$ cat src/rtl/rv32_mc_controller.sv
// Multicycle RV32I(+M) control FSM: sequences fetch/decode/exec/mem/muldiv/wb over a shared datapath.
// Latency: one state per cycle; FETCH and MEM stall until i_mem_ready, MULDIV until i_muldiv_done.
// Backpressure: memory wait-states hold the state; an optional bus timeout forces a sticky TRAP.
module rv32_mc_controller #(
    parameter bit          ENABLE_M    = 1'b1,
    parameter int unsigned MEM_TIMEOUT = 0,
    parameter bit          RESET_GO    = 1'b0
) (
    input  logic        clk,
    input  logic        rst,
    input  logic        i_go,
    input  logic [31:0] i_instr,
    input  logic        i_mem_ready,
    input  logic        i_branch_taken,
    input  logic        i_muldiv_done,
    output logic [1:0]  o_alu_src_a,
    output logic [1:0]  o_alu_src_b,
    output logic [1:0]  o_alu_op,
    output logic [1:0]  o_pc_source,
    output logic [1:0]  o_wb_sel,
    output logic        o_mem_addr_sel,
    output logic        o_mem_req,
    output logic        o_mem_write,
    output logic        o_ir_write,
    output logic        o_pc_write,
    output logic        o_reg_a_write,
    output logic        o_reg_b_write,
    output logic        o_alu_result_reg_write,
    output logic        o_regfile_write,
    output logic        o_muldiv_start,
    output logic        o_halted,
    output logic [1:0]  o_trap_cause,
    output logic [3:0]  o_state_vec
);

    typedef enum logic [3:0] {
        S_IDLE   = 4'd0,
        S_FETCH  = 4'd1,
        S_DECODE = 4'd2,
        S_EXEC   = 4'd3,
        S_MEM    = 4'd4,
        S_MULDIV = 4'd5,
        S_WB     = 4'd6,
        S_TRAP   = 4'd7
    } state_t;

    localparam logic [6:0] OPC_LUI    = 7'b0110111;
    localparam logic [6:0] OPC_AUIPC  = 7'b0010111;
    localparam logic [6:0] OPC_JAL    = 7'b1101111;
    localparam logic [6:0] OPC_JALR   = 7'b1100111;
    localparam logic [6:0] OPC_BRANCH = 7'b1100011;
    localparam logic [6:0] OPC_LOAD   = 7'b0000011;
    localparam logic [6:0] OPC_STORE  = 7'b0100011;
    localparam logic [6:0] OPC_OPIMM  = 7'b0010011;
    localparam logic [6:0] OPC_OP     = 7'b0110011;
    localparam logic [6:0] OPC_FENCE  = 7'b0001111;
    localparam logic [15:0] TMO_LIMIT = 16'(MEM_TIMEOUT);

    state_t      r_state;
    state_t      w_state_nxt;
    logic [1:0]  r_trap_cause;
    logic [1:0]  w_cause_nxt;
    logic [15:0] r_tmo_cnt;
    logic [6:0]  w_opcode;
    logic        w_mext;
    logic        w_ecall;
    logic        w_known;
    logic        w_illegal;
    logic        w_mem_wait;
    logic        w_timeout;
    logic        w_enter_mem;

    assign w_opcode   = i_instr[6:0];
    assign w_mext     = (w_opcode == OPC_OP) && (i_instr[31:25] == 7'b0000001);
    assign w_ecall    = (i_instr == 32'h0000_0073) || (i_instr == 32'h0010_0073);
    // CSR and other SYSTEM encodings are deliberately absent so they fall into illegal.
    assign w_known    = (w_opcode == OPC_LUI)   || (w_opcode == OPC_AUIPC)  ||
                        (w_opcode == OPC_JAL)   || (w_opcode == OPC_JALR)   ||
                        (w_opcode == OPC_BRANCH)|| (w_opcode == OPC_LOAD)   ||
                        (w_opcode == OPC_STORE) || (w_opcode == OPC_OPIMM)  ||
                        (w_opcode == OPC_OP)    || (w_opcode == OPC_FENCE);
    assign w_illegal  = !(w_known || w_ecall) || (w_mext && !ENABLE_M);
    assign w_mem_wait = ((r_state == S_FETCH) || (r_state == S_MEM)) && !i_mem_ready;
    // Limit hits on the wait cycle that would bring the count to MEM_TIMEOUT; a ready in that cycle wins.
    assign w_timeout  = (MEM_TIMEOUT != 0) && w_mem_wait && ((r_tmo_cnt + 16'd1) == TMO_LIMIT);
    assign w_enter_mem = (w_state_nxt != r_state) &&
                         ((w_state_nxt == S_FETCH) || (w_state_nxt == S_MEM));

    // Next-state and trap-cause selection.
    always_comb begin
        w_state_nxt = r_state;
        w_cause_nxt = r_trap_cause;
        case (r_state)
            S_IDLE:   if (i_go || RESET_GO) w_state_nxt = S_FETCH;
            S_FETCH: begin
                if (i_mem_ready) begin
                    w_state_nxt = S_DECODE;
                end else if (w_timeout) begin
                    w_state_nxt = S_TRAP;
                    w_cause_nxt = 2'b11;
                end
            end
            S_DECODE: begin
                if (w_illegal) begin
                    w_state_nxt = S_TRAP;
                    w_cause_nxt = 2'b10;
                end else if (w_ecall) begin
                    w_state_nxt = S_TRAP;
                    w_cause_nxt = 2'b01;
                end else if (w_opcode == OPC_AUIPC) begin
                    w_state_nxt = S_WB;
                end else if (w_opcode == OPC_FENCE) begin
                    w_state_nxt = S_FETCH;
                end else begin
                    w_state_nxt = S_EXEC;
                end
            end
            S_EXEC: begin
                case (w_opcode)
                    OPC_OP:                w_state_nxt = w_mext ? S_MULDIV : S_WB;
                    OPC_OPIMM, OPC_LUI:    w_state_nxt = S_WB;
                    OPC_LOAD, OPC_STORE:   w_state_nxt = S_MEM;
                    default:               w_state_nxt = S_FETCH;
                endcase
            end
            S_MEM: begin
                if (i_mem_ready) begin
                    w_state_nxt = (w_opcode == OPC_LOAD) ? S_WB : S_FETCH;
                end else if (w_timeout) begin
                    w_state_nxt = S_TRAP;
                    w_cause_nxt = 2'b11;
                end
            end
            S_MULDIV: if (i_muldiv_done) w_state_nxt = S_WB;
            S_WB:     w_state_nxt = S_FETCH;
            S_TRAP:   w_state_nxt = S_TRAP;
            default:  w_state_nxt = S_IDLE;
        endcase
    end

    // State, sticky trap cause and memory-wait counter; reset drops everything at once.
    always_ff @(posedge clk or posedge rst) begin
        if (rst) begin
            r_state      <= S_IDLE;
            r_trap_cause <= 2'b00;
            r_tmo_cnt    <= 16'd0;
        end else begin
            r_state      <= w_state_nxt;
            r_trap_cause <= w_cause_nxt;
            if (w_enter_mem) begin
                r_tmo_cnt <= 16'd0;
            end else if (w_mem_wait) begin
                r_tmo_cnt <= r_tmo_cnt + 16'd1;
            end
        end
    end

    // Control strobes: decoded from state and IR; only ready-gated strobes and branch pc_write are Mealy.
    always_comb begin
        o_alu_src_a            = 2'b00;
        o_alu_src_b            = 2'b00;
        o_alu_op               = 2'b00;
        o_pc_source            = 2'b00;
        o_wb_sel               = 2'b00;
        o_mem_addr_sel         = 1'b0;
        o_mem_req              = 1'b0;
        o_mem_write            = 1'b0;
        o_ir_write             = 1'b0;
        o_pc_write             = 1'b0;
        o_reg_a_write          = 1'b0;
        o_reg_b_write          = 1'b0;
        o_alu_result_reg_write = 1'b0;
        o_regfile_write        = 1'b0;
        o_muldiv_start         = 1'b0;
        o_halted               = 1'b0;
        case (r_state)
            S_FETCH: begin
                o_mem_req   = 1'b1;
                o_alu_src_b = 2'b10;
                o_ir_write  = i_mem_ready;
                o_pc_write  = i_mem_ready;
            end
            S_DECODE: begin
                o_reg_a_write          = 1'b1;
                o_reg_b_write          = 1'b1;
                o_alu_src_a            = 2'b11;
                o_alu_src_b            = 2'b01;
                o_alu_result_reg_write = 1'b1;
            end
            S_EXEC: begin
                case (w_opcode)
                    OPC_OP, OPC_OPIMM: begin
                        if (w_mext) begin
                            o_muldiv_start = 1'b1;
                        end else begin
                            o_alu_src_a            = 2'b01;
                            o_alu_src_b            = (w_opcode == OPC_OP) ? 2'b00 : 2'b01;
                            o_alu_op               = 2'b01;
                            o_alu_result_reg_write = 1'b1;
                        end
                    end
                    OPC_LUI: begin
                        o_alu_src_a            = 2'b10;
                        o_alu_src_b            = 2'b01;
                        o_alu_result_reg_write = 1'b1;
                    end
                    OPC_BRANCH: begin
                        o_alu_src_a = 2'b01;
                        o_alu_op    = 2'b10;
                        o_pc_source = 2'b01;
                        o_pc_write  = i_branch_taken;
                    end
                    OPC_JAL: begin
                        o_pc_source     = 2'b01;
                        o_pc_write      = 1'b1;
                        o_regfile_write = 1'b1;
                        o_wb_sel        = 2'b10;
                    end
                    OPC_JALR: begin
                        o_alu_src_a     = 2'b01;
                        o_alu_src_b     = 2'b01;
                        o_pc_write      = 1'b1;
                        o_regfile_write = 1'b1;
                        o_wb_sel        = 2'b10;
                    end
                    OPC_LOAD, OPC_STORE: begin
                        o_alu_src_a            = 2'b01;
                        o_alu_src_b            = 2'b01;
                        o_alu_result_reg_write = 1'b1;
                    end
                    default: ;
                endcase
            end
            S_MEM: begin
                o_mem_req      = 1'b1;
                o_mem_addr_sel = 1'b1;
                o_mem_write    = (w_opcode == OPC_STORE);
            end
            S_WB: begin
                o_regfile_write = 1'b1;
                if (w_opcode == OPC_LOAD)  o_wb_sel = 2'b01;
                else if (w_mext)           o_wb_sel = 2'b11;
            end
            S_TRAP:  o_halted = 1'b1;
            default: ;
        endcase
    end

    assign o_trap_cause = r_trap_cause;
    assign o_state_vec  = r_state;

endmodule

$ cat config.mk
export PLATFORM = sky130hd
export DESIGN_NAME = rv32_mc_controller
export DESIGN_NICKNAME = d
export VERILOG_FILES = /design/src/rtl/rv32_mc_controller.sv
export SDC_FILE = /design/constraint.sdc
export NUM_CORES = 1
export LEC_CHECK = 0
export ABC_AREA = 1
export ABC_CLOCK_PERIOD_IN_PS = 1800
export BUFFER_PORTS_ARGS = -buffer_cell sky130_fd_sc_hd__clkbuf_2
export CORE_MARGIN = 4
export CORE_UTILIZATION = 39
export DETAILED_ROUTE_END_ITERATION = 6
export PLACE_DENSITY = 0.8
export SYNTH_ARGS = -nofsm -noshare
export SYNTH_HDL_FRONTEND = slang
export SYNTH_SLANG_ARGS = --single-unit
$ cat constraint.sdc
create_clock -name clk -period 1.8 [get_ports clk]
set_clock_uncertainty 0.2 [all_clocks]
set_input_delay 0.36 -clock clk [delete_from_list [all_inputs] [get_ports clk]]
set_output_delay 0.36 -clock clk [all_outputs]
set_load 0.01 [all_outputs]
# After elaboration in Yosys (flattened, before gate mapping)
# Cells that the tools add are included.
dict set report classes {
  eq_ne 25
  mux 45
  n_reduce_logical 24
}
# operator count
set ops {}
lappend ops {{$eq A32 B21 Y1 const B} 1}
lappend ops {{$eq A32 B7 Y1 const B} 1}
lappend ops {{$pmux W4 S8} 1}
lappend ops {{$eq A7 B6 Y1 const B} 3}
lappend ops {{$eq A7 B7 Y1 const B} 3}
lappend ops {{$eq A4 B3 Y1 const B} 4}
lappend ops {{$mux W1} 16}
lappend ops {{$mux W2} 8}
lappend ops {{$mux W4} 4}
lappend ops {{$eq A7 B5 Y1 const B} 2}
lappend ops {{$mux W3} 4}
lappend ops {{$pmux W1 S2} 6}
lappend ops {{$pmux W2 S2} 3}
lappend ops {{$pmux W2 S3} 2}
lappend ops {{$reduce_or A2 Y1} 6}
lappend ops {{$logic_or A1 B1 Y1} 11}
lappend ops {{$ne A2 B2 Y1 const B} 5}
lappend ops {{$pmux W3 S3} 1}
lappend ops {{$eq A4 B2 Y1 const B} 2}
lappend ops {{$reduce_or A4 Y1} 2}
lappend ops {{$eq A7 B1 Y1 const B} 1}
lappend ops {{$eq A7 B2 Y1 const B} 1}
lappend ops {{$eq A7 B4 Y1 const B} 1}
lappend ops {{$eq A4 B1 Y1 const B} 1}
lappend ops {{other kinds (5)} 5}
dict set report word_totals {
  reg_bits 6
  in_bits 38
  output_inout_bits 27
  word_cells 96
}

# Longest topological paths before layout
dict set report logic_depth {
  ltp_word 13
  depth_mapped 10
  ltp_nobuf 10
}

# Least setup slack after synthesis
# OpenSTA, ideal clock, no wires.
dict set report synth_path {
  path_kind {reg2out}
  from {register r_state[0], in the netlist o_state_vec[0]}
  to {output o_pc_write}
  t_arrival_ns 1.277
  required_time_ns 1.240
  slack_ns -0.037
  stages_incl_launch_ff 7
  path_buffers 0
  path_cell_list {dfrtp_1 -> inv_2 -> nor3_4 -> inv_2 -> nor2_2 -> nand2_1 -> nand3b_1}
}
dict set report synth_via {
  elab_chain_len 2
  word_cells_on_any_way 3
  classes_between {eq/ne: 2; mux: 1}
}
# element line
set synth_lines {}
lappend synth_lines {{start: declaration} 59} ;# state_t r_state;
lappend synth_lines {{start signal: assignment} 148} ;# r_state <= w_state_nxt;
lappend synth_lines {{$eq A4 B2 Y1 or $eq A4 B1 Y1 (tied branches)} 176} ;# case (r_state)
lappend synth_lines {{$pmux W1 S2 *} 176}
lappend synth_lines {{end: declaration} 25} ;# output logic o_pc_write,
# Every way passes the cells marked *; elsewhere a longest branch is shown, timed or not.

# Worst setup path after layout
dict set report layout_path {
  from {register r_state[0], in the netlist o_state_vec[0]}
  to {output o_alu_src_a[0]}
}
dict set report layout_via {
  elab_chain_len 2
  word_cells_on_any_way 3
  classes_between {eq/ne: 2; mux: 1}
}
# element line
set layout_lines {}
lappend layout_lines {{$eq A4 B2 Y1} 176}
lappend layout_lines {{$pmux W2 S2 *} 176}
lappend layout_lines {{end: declaration} 16} ;# output logic [1:0] o_alu_src_a,
# Marked as above.

==> results.md <==
* CP Class: register to output port
* Final slew viol count at 0
* Row count at 16
* Yosys Warn Count at 0
* Clock Sinks at 5
* Total Nets Final at just over 300
* Critical path required time at about 1.2 ns
* Area leader, netlist: nand2_1
* Layout cells sized above 1 at 60.8%
* RSZ-0062 raised after global routing: yes
* Clock Latency Late Sink at between 0.2 and 0.25 ns
* Post-Syn Instances at roughly 160
* Initial drt markers at 33
* Leakage at slightly above 0.9 nW
* Total GRT Usage at around 22%
* Hold crit path type: register to register
* CTS Buf Count at 3
* Synthesized cell area at about 830 µm²
* Global-route wire length before repair at about 4700 µm
* Commonest non-fill, non-tap cell in the layout: clkbuf_2
* Max Cap Viol at 0
* Via Count at roughly 1,500
* PD cells at between 200 and 250 nW/µm²
* Hold Crit Depth at 2
* Hold Path End: o_trap_cause[0]
* N_diodes at 0
* Setup slack, reg-to-reg at ~0.04 ns
* Vias in the first global route at around 1,200
* R2R Path Start: o_state_vec[0]
* Overflow left after global routing at 0
* Final core occ at 85.1%
* Crit start category: register
* Max Freq at roughly 500 MHz
* Die Y at 54.0 µm
* CTS tree: yes
* # DRC at 0
* Largest net degree at the start of global routing at 7
* Core ar. at roughly 2000 µm²
* DP Area at 1340 µm²
* Min-delay src: o_trap_cause[0]
* Drt total wl at ~3700 µm
* Reg-to-reg endpoint: o_state_vec[2]
* Setup ws final at -0.210 ns
* Worst setup EP type: output port
* Final hold violations at 0
* Crit path max fanout at 4
* Antenna-violating nets left at 0
* Yosys cell types at 22
* Avg Vias per Cell at approximately 5
* Status: finished with violations
* Fill count at roughly 110
* Most frequent cells in the layout: clkbuf_2 (50), nand2_1 (40), buf_4 (32), nor2_1 (24), inv_2 (12)
* Failing checks: setup timing
* TritonRoute pass-1 iters at 4
* Worst VDD drop at 0.000335 V
* Die width at roughly 54 µm
* Tcrit/Tclk final at 112%
* Initial Util at a little over two fifths
* Die ar. at around 2900 µm²
* CP arrival at between 1 and 1.5 ns
* I/O pin count at 65
* Minimum clock period after layout at about 2.0 ns
* WL per Instance at 12.7 µm
* CTS root buf: clkbuf_4
* Final instance area at between 1500 and 2000 µm²
* H-tree depth at 1
* Post-synthesis sequential area ratio at between 10% and 20%
* Worst-case reg-to-reg path depth at 11
* Synth top area share at around 22%
* Detail Placement HPWL at about 2400 µm
* Number of antenna violations at the first check in global routing at 0
* Synthesized flop and latch total at 5
* Global placement routability congestion at slightly above 0.8
* Final setup viols at 13
* Layout area overhead at 104%
* I/O Buffers at between 60 and 70
* Ranking of synthesized cells by area: nand2_1 (22%), nor2_1 (16%), dfrtp_1 (15%), nand3_1 (8.5%), inv_1 (7.3%)
* Clock tree buffer depth at 2
* Clock Pin Slew Worst Setup and Hold Paths at around 0.05 ns
* Mean post-synth cell area at a little over 5 µm²
==> synthesized netlist by cell type <==
master / number
nand2_1: 48
nor2_1: 35
inv_1: 16
nand3_1: 14
inv_2: 6
a21oi_1: 5
dfrtp_1: 5
o21ai_0: 5
nand2_2: 4
nor2_2: 4
buf_4: 3
nand4_1: 3
nor3_1: 3
nand3_2: 2
a31oi_1: 1
and3_1: 1
conb_1: 1
nand3b_1: 1
nor3_4: 1
nor3b_1: 1
o21a_1: 1
o21ai_1: 1
==> cell type report <==
| class | instances | area, µm² | share of cell area (%) |
|---|---|---|---|
| Multi-Input combinational cell | 132 | 761 | 45.1 |
| Tap cell | 27 | 33.8 | 2.00 |
| Sequential cell | 5 | 128 | 7.57 |
| Clock buffer | 4 | 26.3 | 1.56 |
| Timing Repair Buffer | 100 | 648 | 38.4 |
| Inverter | 22 | 90.1 | 5.34 |
==> metrics by stage <==
stage | power, mW | cells | setup WS, ns | TNS (ns) | hold WS (ns)
2_1_floorplan | 0.149 | 162 | 0.00148 | 0 | -0.0616
3_3_place_gp | 0.210 | 273 | -0.141 | -1.01 | 0.0434
3_5_place_dp | 0.211 | 273 | -0.203 | -1.29 | 0.0453
4_1_cts | 0.360 | 286 | -0.167 | -1.21 | 0.281
5_1_grt | 0.395 | 290 | -0.278 | -2.84 | 0.298
6_report | 0.366 | 290 | -0.210 | -1.68 | 0.280
==> worst max-delay path: stages, from the launching register on <==
cell,delay [ns]
dfrtp_2,0.40
inv_2,0.07
nor3_4,0.22
buf_4,0.16
buf_6,0.09
nand3_4,0.07
nand3_2,0.09
buf_6,0.10
==> flip-flops by register name, summed over array words and instances, names as in the netlist <==
signal        cells
o_state_vec       3
o_trap_cause      2
==> timing repair <==
item / CTS / global route
resized for setup: 22 / 56
pin swaps: 7 / 15
endpoints found under the hold margin: 5 / 0
hold buffers: 1 / 0
setup buffers: 8 / 4
setup endpoints to repair: 19 / 20
==> report_power, final <==
| part | internal, mW | switching, mW | total [mW] |
|---|---|---|---|
| logic | 0.0598 | 0.0616 | 0.121 |
| registers | 0.113 | 0.0000000000151 | 0.113 |
| clock network | 0.0839 | 0.0478 | 0.132 |
| total | 0.256 | 0.109 | 0.366 |
==> cells by family (layout without fill, tap and decap cells) <==
family / after synthesis / after routing / synth area share, %
compound gates: 13 / 13 / 8.33
buf+inv: 25 / 126 / 12.7
flops: 5 / 5 / 15.2
other cells: 1 / 2 / 0.454
simple gates: 117 / 117 / 63.3
==> routing by layer <==
| metal | routed length (µm) | track usage [%] |
|---|---|---|
| met5 | 0 | 0 |
| met4 | 38 | 1.66 |
| met3 | 360 | 3.88 |
| met2 | 1910 | 43.3 |
| met1 | 1380 | 23.8 |
==> how the worst max path moves through the flow <==
stage / from / endpoint / slack (ns) / depth (start not counted)
final: o_state_vec[0] / o_alu_src_a[0] / -0.21 / 7
after global routing: o_state_vec[0] / o_alu_src_a[0] / -0.28 / 7
after CTS: o_state_vec[1] / o_pc_write / -0.17 / 7
after detailed placement: i_instr[3] / o_alu_result_reg_write / -0.20 / 9
after global placement: i_instr[3] / o_alu_result_reg_write / -0.14 / 9
after floorplan: i_instr[0] / o_alu_result_reg_write / 0.001 / 6
Note: power is estimated with default switching activity, not from simulation.
